$ cat src/rtl/sqrt_pipe_arbiter_if.sv
// Bus bundle between requesters/sqrt unit/consumer and the sqrt_pipe_arbiter.
// The arbiter takes the slave view; the surrounding clients and sqrt unit take the master view.
interface sqrt_pipe_arbiter_if #(
  parameter int N_REQ = 4,
  parameter int WL    = 24,
  parameter int WLO   = 24,
  parameter int IDW   = 2
);
  logic [N_REQ-1:0]    req_valid;
  logic [N_REQ*WL-1:0] req_data;
  logic [N_REQ-1:0]    req_ready;
  logic [WL-1:0]       sq_din;
  logic [WLO-1:0]      sq_dout;
  logic                resp_valid;
  logic                resp_ready;
  logic [WLO-1:0]      resp_data;
  logic [IDW-1:0]      resp_id;

  modport master (
    output req_valid, req_data, sq_dout, resp_ready,
    input  req_ready, sq_din, resp_valid, resp_data, resp_id
  );

  modport slave (
    input  req_valid, req_data, sq_dout, resp_ready,
    output req_ready, sq_din, resp_valid, resp_data, resp_id
  );
endinterface

$ cat src/rtl/sqrt_pipe_arbiter.sv
// Round-robin arbiter feeding a shared fixed-latency sqrt unit, with id tag pipe and
// credit-protected FWFT response FIFO. Define SQRT_ARB_STATS_EN for grant/stall counters.
module sqrt_pipe_arbiter #(
  parameter int N_REQ      = 4,
  parameter int WL         = 24,
  parameter int WLO        = 24,
  parameter int LAT        = 4,
  parameter int FIFO_DEPTH = 8,
  parameter int IDW        = 2
) (
  input  logic               CLK,
  input  logic               nRST,
  input  logic               CE,
  sqrt_pipe_arbiter_if.slave bus
`ifdef SQRT_ARB_STATS_EN
  ,
  output logic [N_REQ*16-1:0] stat_grants,
  output logic [15:0]         stat_stall
`endif
);
  localparam int AW = $clog2(FIFO_DEPTH);
  localparam int CW = $clog2(FIFO_DEPTH + LAT + 1);

  logic [IDW-1:0]   rr_q, rr_d;
  logic [LAT-1:0]   tag_valid_q, tag_valid_d;
  logic [IDW-1:0]   tag_id_q [LAT];
  logic [IDW-1:0]   tag_id_d [LAT];
  logic [WLO-1:0]   mem_data [FIFO_DEPTH];
  logic [IDW-1:0]   mem_id   [FIFO_DEPTH];
  logic [AW-1:0]    wr_ptr_q, wr_ptr_d, rd_ptr_q, rd_ptr_d;
  logic [CW-1:0]    count_q, count_d, inflight;
  logic             credit_ok, grant_any, push, pop, resp_valid_int;
  logic [IDW-1:0]   grant_id;
  logic [N_REQ-1:0] grant_oh;
  logic [WL-1:0]    din_mux;

  always_comb begin
    inflight = '0;
    for (int i = 0; i < LAT; i++) begin
      inflight = inflight + CW'(tag_valid_q[i]);
    end
  end

  // Results already queued plus those still in the sqrt pipe must fit in the FIFO.
  assign credit_ok = (count_q + inflight) < CW'(FIFO_DEPTH);

  // nRST gates the grant so req_ready/sq_din drop the moment reset is asserted.
  always_comb begin
    grant_any = 1'b0;
    grant_id  = '0;
    if (nRST && CE && credit_ok) begin
      for (int k = 1; k <= N_REQ; k++) begin
        if (!grant_any && bus.req_valid[(int'(rr_q) + k) % N_REQ]) begin
          grant_any = 1'b1;
          grant_id  = IDW'((int'(rr_q) + k) % N_REQ);
        end
      end
    end
  end

  always_comb begin
    grant_oh = '0;
    din_mux  = '0;
    for (int i = 0; i < N_REQ; i++) begin
      grant_oh[i] = grant_any && (grant_id == IDW'(i));
      if (grant_oh[i]) begin
        din_mux = bus.req_data[i*WL +: WL];
      end
    end
  end

  assign rr_d = grant_any ? grant_id : rr_q;

  always_comb begin
    tag_valid_d = tag_valid_q;
    tag_id_d    = tag_id_q;
    if (CE) begin
      tag_valid_d[0] = grant_any;
      tag_id_d[0]    = grant_id;
      for (int i = 1; i < LAT; i++) begin
        tag_valid_d[i] = tag_valid_q[i-1];
        tag_id_d[i]    = tag_id_q[i-1];
      end
    end
  end

  assign resp_valid_int = (count_q != '0);
  assign push           = CE && tag_valid_q[LAT-1];
  assign pop            = resp_valid_int && bus.resp_ready;

  always_comb begin
    wr_ptr_d = push ? wr_ptr_q + AW'(1) : wr_ptr_q;
    rd_ptr_d = pop  ? rd_ptr_q + AW'(1) : rd_ptr_q;
    count_d  = count_q + CW'(push) - CW'(pop);
  end

  always_ff @(posedge CLK or negedge nRST) begin
    if (!nRST) begin
      rr_q        <= IDW'(N_REQ - 1);
      tag_valid_q <= '0;
      for (int i = 0; i < LAT; i++) begin
        tag_id_q[i] <= '0;
      end
      wr_ptr_q    <= '0;
      rd_ptr_q    <= '0;
      count_q     <= '0;
    end else begin
      rr_q        <= rr_d;
      tag_valid_q <= tag_valid_d;
      tag_id_q    <= tag_id_d;
      wr_ptr_q    <= wr_ptr_d;
      rd_ptr_q    <= rd_ptr_d;
      count_q     <= count_d;
    end
  end

  // Storage has no reset; occupancy is tracked by the pointers and count only.
  always_ff @(posedge CLK) begin
    if (push) begin
      mem_data[wr_ptr_q] <= bus.sq_dout;
      mem_id[wr_ptr_q]   <= tag_id_q[LAT-1];
    end
  end

  assign bus.req_ready  = grant_oh;
  assign bus.sq_din     = din_mux;
  assign bus.resp_valid = resp_valid_int;
  assign bus.resp_data  = resp_valid_int ? mem_data[rd_ptr_q] : '0;
  assign bus.resp_id    = resp_valid_int ? mem_id[rd_ptr_q]   : '0;

`ifdef SQRT_ARB_STATS_EN
  for (genvar gi = 0; gi < N_REQ; gi++) begin : g_stat_grant
    logic [15:0] grant_cnt_q, grant_cnt_d;

    always_comb begin
      grant_cnt_d = grant_cnt_q;
      if (grant_oh[gi] && grant_cnt_q != 16'hFFFF) begin
        grant_cnt_d = grant_cnt_q + 16'd1;
      end
    end

    always_ff @(posedge CLK or negedge nRST) begin
      if (!nRST) grant_cnt_q <= '0;
      else       grant_cnt_q <= grant_cnt_d;
    end

    assign stat_grants[gi*16 +: 16] = grant_cnt_q;
  end

  logic [15:0] stall_cnt_q, stall_cnt_d;

  always_comb begin
    stall_cnt_d = stall_cnt_q;
    if ((|bus.req_valid) && CE && !credit_ok && stall_cnt_q != 16'hFFFF) begin
      stall_cnt_d = stall_cnt_q + 16'd1;
    end
  end

  always_ff @(posedge CLK or negedge nRST) begin
    if (!nRST) stall_cnt_q <= '0;
    else       stall_cnt_q <= stall_cnt_d;
  end

  assign stat_stall = stall_cnt_q;
`endif
endmodule

$ cat src/flat_wrapper.sv
// flat-port wrapper written by rule: the top's interface ports become plain ports
module sqrt_pipe_arbiter_flat 
#(
  parameter int N_REQ      = 4,
  parameter int WL         = 24,
  parameter int WLO        = 24,
  parameter int LAT        = 4,
  parameter int FIFO_DEPTH = 8,
  parameter int IDW        = 2
)
  (CLK, nRST, CE, bus_req_valid, bus_req_data, bus_sq_dout, bus_resp_ready, bus_req_ready, bus_sq_din, bus_resp_valid, bus_resp_data, bus_resp_id);
  sqrt_pipe_arbiter_if #(.N_REQ(N_REQ), .WL(WL), .WLO(WLO), .IDW(IDW)) bus_i ();
  input  logic CLK;
  input  logic nRST;
  input  logic CE;
  input wire logic [$bits(bus_i.req_valid)-1:0] bus_req_valid;
  input wire logic [$bits(bus_i.req_data)-1:0] bus_req_data;
  input wire logic [$bits(bus_i.sq_dout)-1:0] bus_sq_dout;
  input wire logic [$bits(bus_i.resp_ready)-1:0] bus_resp_ready;
  output wire logic [$bits(bus_i.req_ready)-1:0] bus_req_ready;
  output wire logic [$bits(bus_i.sq_din)-1:0] bus_sq_din;
  output wire logic [$bits(bus_i.resp_valid)-1:0] bus_resp_valid;
  output wire logic [$bits(bus_i.resp_data)-1:0] bus_resp_data;
  output wire logic [$bits(bus_i.resp_id)-1:0] bus_resp_id;
  assign bus_i.req_valid = bus_req_valid;
  assign bus_i.req_data = bus_req_data;
  assign bus_i.sq_dout = bus_sq_dout;
  assign bus_i.resp_ready = bus_resp_ready;
  assign bus_req_ready = bus_i.req_ready;
  assign bus_sq_din = bus_i.sq_din;
  assign bus_resp_valid = bus_i.resp_valid;
  assign bus_resp_data = bus_i.resp_data;
  assign bus_resp_id = bus_i.resp_id;
  sqrt_pipe_arbiter #(.N_REQ(N_REQ), .WL(WL), .WLO(WLO), .LAT(LAT), .FIFO_DEPTH(FIFO_DEPTH), .IDW(IDW)) u_core (.CLK(CLK), .nRST(nRST), .CE(CE), .bus(bus_i));
endmodule
$ cat config.mk
export PLATFORM = sky130hd
export DESIGN_NAME = sqrt_pipe_arbiter_flat
export DESIGN_NICKNAME = d
export VERILOG_FILES = /design/src/rtl/sqrt_pipe_arbiter_if.sv /design/src/rtl/sqrt_pipe_arbiter.sv /design/src/flat_wrapper.sv
export SDC_FILE = /design/constraint.sdc
export NUM_CORES = 1
export LEC_CHECK = 0
export CORE_ASPECT_RATIO = 1.25
export CORE_MARGIN = 2
export CORE_UTILIZATION = 45
export DETAILED_ROUTE_END_ITERATION = 10
export HOLD_SLACK_MARGIN = 0.03
export PLACE_DENSITY_LB_ADDON = 0.15
export RECOVER_POWER = 25
export SETUP_SLACK_MARGIN = 0.05
export SLEW_MARGIN = 10
export SYNTH_ARGS = -nofsm -noshare
export SYNTH_HDL_FRONTEND = slang
export SYNTH_SLANG_ARGS = --single-unit
$ cat constraint.sdc
create_clock -name CLK -period 3.7 [get_ports CLK]
set_clock_uncertainty 0.2 [all_clocks]
set_input_delay 0.37 -clock CLK [delete_from_list [all_inputs] [get_ports CLK]]
set_output_delay 0.37 -clock CLK [all_outputs]
set_load 0.005 [all_outputs]
==> flow_metrics.py <==
metrics = {
    "floorplan": {
        "die_area_um2": 23500,
        "row_count": 61,
        "io-pin-count": 183,
        "initial_utilization_pct": 45.4,
        "core-area_um2": 22100,
        "fp.dieH_um": 171,
        "die_w_um": 137,
    },
    "grt": {
        "met3_usage_pct": 2.07,
        "use_met2_pct": 36.6,
        "grt_first_pass_wirelength_um": 34600,
        "grt_max_degree": 41,
        "grt_use_total_pct": 19.6,
        "grt-ovfl-total": 0,
        "first_global_vias": 6467,
        "grt-busiest-layer": "met2",
        "met1_usage_pct": 23.2,
        "antenna_found_initial": 1,
    },
    "drt": {
        "drt-initial-drc-count": 352,
        "routedWlPerCell_um": 21.6,
        "ant_nets": 0,
        "drc": 0,
        "vias": 5878,
        "wirelength_um": 22900,
        "vias_per_cell": 5.56,
        "drtPass1Iterations": 5,
    },
    "synthesis": {
        "synth_edf_count": 208,
        "syn_inst": 552,
        "synthAdderAreaFrac_pct": 1.77,
        "synth.top_cell.area_share_pct": 62.3,
        "synthDistinctLibCells": 52,
        "synth_xor_area_share_pct": 0.799,
        "synthSimpleGateAreaFrac_pct": 3.30,
        "synth_top_family_by_area": "multiplexers",
        "ys_seq_area_share_pct": 68.4,
        "syn_area_um2": 10000,
        "postSynthAreaPerCell_um2": 18.2,
        "synth-main-ff-cell": "edfxtp_1",
        "ys_ff_latch": 232,
        "postSynth.asyncResetShare_pct": 10.3,
        "yosys_warnings": 0,
        "yosysTopAreaCell": "edfxtp_1",
        "synth-compound-area-share_pct": 4.82,
        "synthMuxAreaShare_pct": 18.0,
        "syn-num-nets": 693,
        "synth.area.top_cells": "edfxtp_1 (62%), mux4_2 (12%), dfrtp_1 (5.5%)",
    },
    "layout": {
        "final_cell_mix": "edfxtp_1 (208), clkdlybuf4s50_1 (140), mux4_2 (52)",
        "multi_input_area_um2": 3140,
        "nNetsFinal": 899,
        "layout_commonest_cell": "edfxtp_1",
        "syn_to_final_growth_pct": 30.9,
        "n_fill_cell": 1642,
        "antenna_cells": 0,
        "final-seq-area_um2": 6860,
        "drive_gt1_share_pct": 26.5,
    },
    "pwr": {
        "power_frac_clock_pct": 23.8,
        "p_per_area_nw_per_um2": 694,
        "p_comb_share_pct": 38.0,
        "pwr-share-seq_pct": 38.2,
        "p_sw_w": 0.00279,
        "p_leak_nw": 4.66,
        "vdd_drop_max_v": 0.000371,
        "p_int_w": 0.00632,
        "power_switching_share_pct": 30.6,
    },
    "sta": {
        "hold_viol": 0,
        "setup-tns-final_ps": 0,
        "relSlewSlack_pct": 12.6,
        "worst_pin_slew_ps": 1310,
        "fmax_ghz": 0.275,
        "final_max_slew_viol_count": 0,
        "fin_crit_ps": 3640,
        "setup_viol": 0,
        "period_share_pct": 98.3,
        "fin_hold_ws_ps": 301,
        "rsz0062_at_grt": "yes",
    },
    "hold_path": {
        "min_path_type": "register to register",
    },
    "clock_tree": {
        "clockBufferDepth": 3,
        "cts.sink_count": 232,
        "cts_tree": "done",
        "root_buffer": "clkbuf_16",
        "htree_levels": 1,
        "clk_latency_ps": 500,
        "cts_buffers": 23,
        "cts.clk_slew.worst_paths_ps": 60,
    },
    "placement": {
        "gp_congestion": 0.789,
        "portBuffers": 182,
        "dp_hpwl_um": 13600,
    },
    "flow_run": {
        "max_cap_viol_count": 0,
    },
    "setup_path": {
        "worstPathRequired_ps": 3130,
        "cp_num_buf_inv": 3,
        "ff2ff_setup_slack_ps": 1030,
        "path_class": "register to primary output",
        "cpPeakStageDelay_ps": 430,
        "start_kind": "register",
        "crit_arrival_ps": 3070,
        "crit_slowest_cell": "dfrtp_1",
        "cp_max_fo": 6,
        "path_cells": "ha_4, fa_2, ha_4, a31o_1, a21oi_4, xnor2_4, buf_6, buf_6, nand3_4, o22ai_1, buf_2",
        "cp_top_family": "adder cells",
        "critPathCaptureType": "primary output",
    },
    "outcome": {
        "status": "complete, no violations",
    },
}
routing by layer:
metal	wire length (um)	share of wire, %
met1	8790	38
met3	998	4.4
met5	13	0.057
met2	12400	54
met4	659	2.9
power by group through the flow:
stage                     Clock, W  Combinational, W  Sequential [W]
after floorplan                  0           0.00211         0.00330
after global placement           0           0.00312         0.00351
after detailed placement         0           0.00319         0.00353
after CTS                  0.00222           0.00346         0.00348
after global routing       0.00232           0.00374         0.00352
final                      0.00217           0.00346         0.00347
timing repair:
action                     in CTS  in global routing
hold buffers                    0                  0
cloned                          4                  1
resized for setup             125                 16
setup endpoints to repair      28                 26
pin swaps                       8                  7
setup buffers                  12                  0
Yosys cell counts, drive strengths merged, types with 2 or more instances:
master,instances
nand3,3
nor3,4
buf,29
mux2i,51
inv,15
a21oi,5
nor2,34
fa,2
o22ai,24
xor2,2
mux4,52
edfxtp,208
a22oi,23
and2,3
mux2,11
o2bb2ai,3
ha,11
nand4,3
and3,4
xnor2,5
clkbuf,7
nand2b,3
dfstp,2
nand2,10
dfrtp,22
o21ai,3
cell type report:
class	count	share of cell area (%)
clock buffer	27	4.50
inverter	15	0.429
multi-input combinational	272	23.9
tap	283	2.70
timing repair buffer	214	15.3
sequential	232	52.3
clock inverter	14	0.859
registers in the layout, indices dropped and copies added, names as in the netlist:
signal              flops
u_core.count_q          4
u_core.mem_data       192
u_core.mem_id          16
u_core.rd_ptr_q         3
u_core.rr_q             2
u_core.tag_id_q         8
u_core.tag_valid_q      4
u_core.wr_ptr_q         3
stage by stage:
| step | instance area [um2] | utilization [%] | total power [W] | std cells | worst slack [ps] |
|---|---|---|---|---|---|
| after detailed placement | 12200 | 55.4 | 0.00672 | 1002 | -116 |
| after global routing | 13100 | 59.5 | 0.00958 | 1057 | -20.8 |
| after CTS | 13100 | 59.3 | 0.00917 | 1058 | 43.7 |
| final | 13100 | 59.5 | 0.00910 | 1057 | 62.6 |
| after floorplan | 10000 | - | 0.00542 | 552 | 515 |
| after global placement | 12200 | 55.4 | 0.00663 | 1002 | 12.3 |
logic make-up after synthesis:
family                   count (synthesis)
AO/OA/AOI/OAI                           68
buffers and inverters                   51
XOR/XNOR                                 7
flip-flops                             232
AND/OR/NAND/NOR                         67
adder cells (fa/ha/maj)                 13
multiplexers                           114
path summary, 6_finish.rpt:
path,depth (start not counted),end,start
setup / recovery,11,bus_sq_din[16],u_core.tag_valid_q[0]
hold / removal,1,u_core.tag_id_q[1],u_core.tag_id_q[3]
setup reg to reg,10,u_core.rr_q[1],u_core.tag_valid_q[0]
hold reg to reg,1,u_core.tag_id_q[1],u_core.tag_id_q[3]
max in group asynchronous,2,u_core.rd_ptr_q[0],nRST
min in group asynchronous,2,u_core.tag_valid_q[0],nRST
Power figures use the tool's default switching activity.
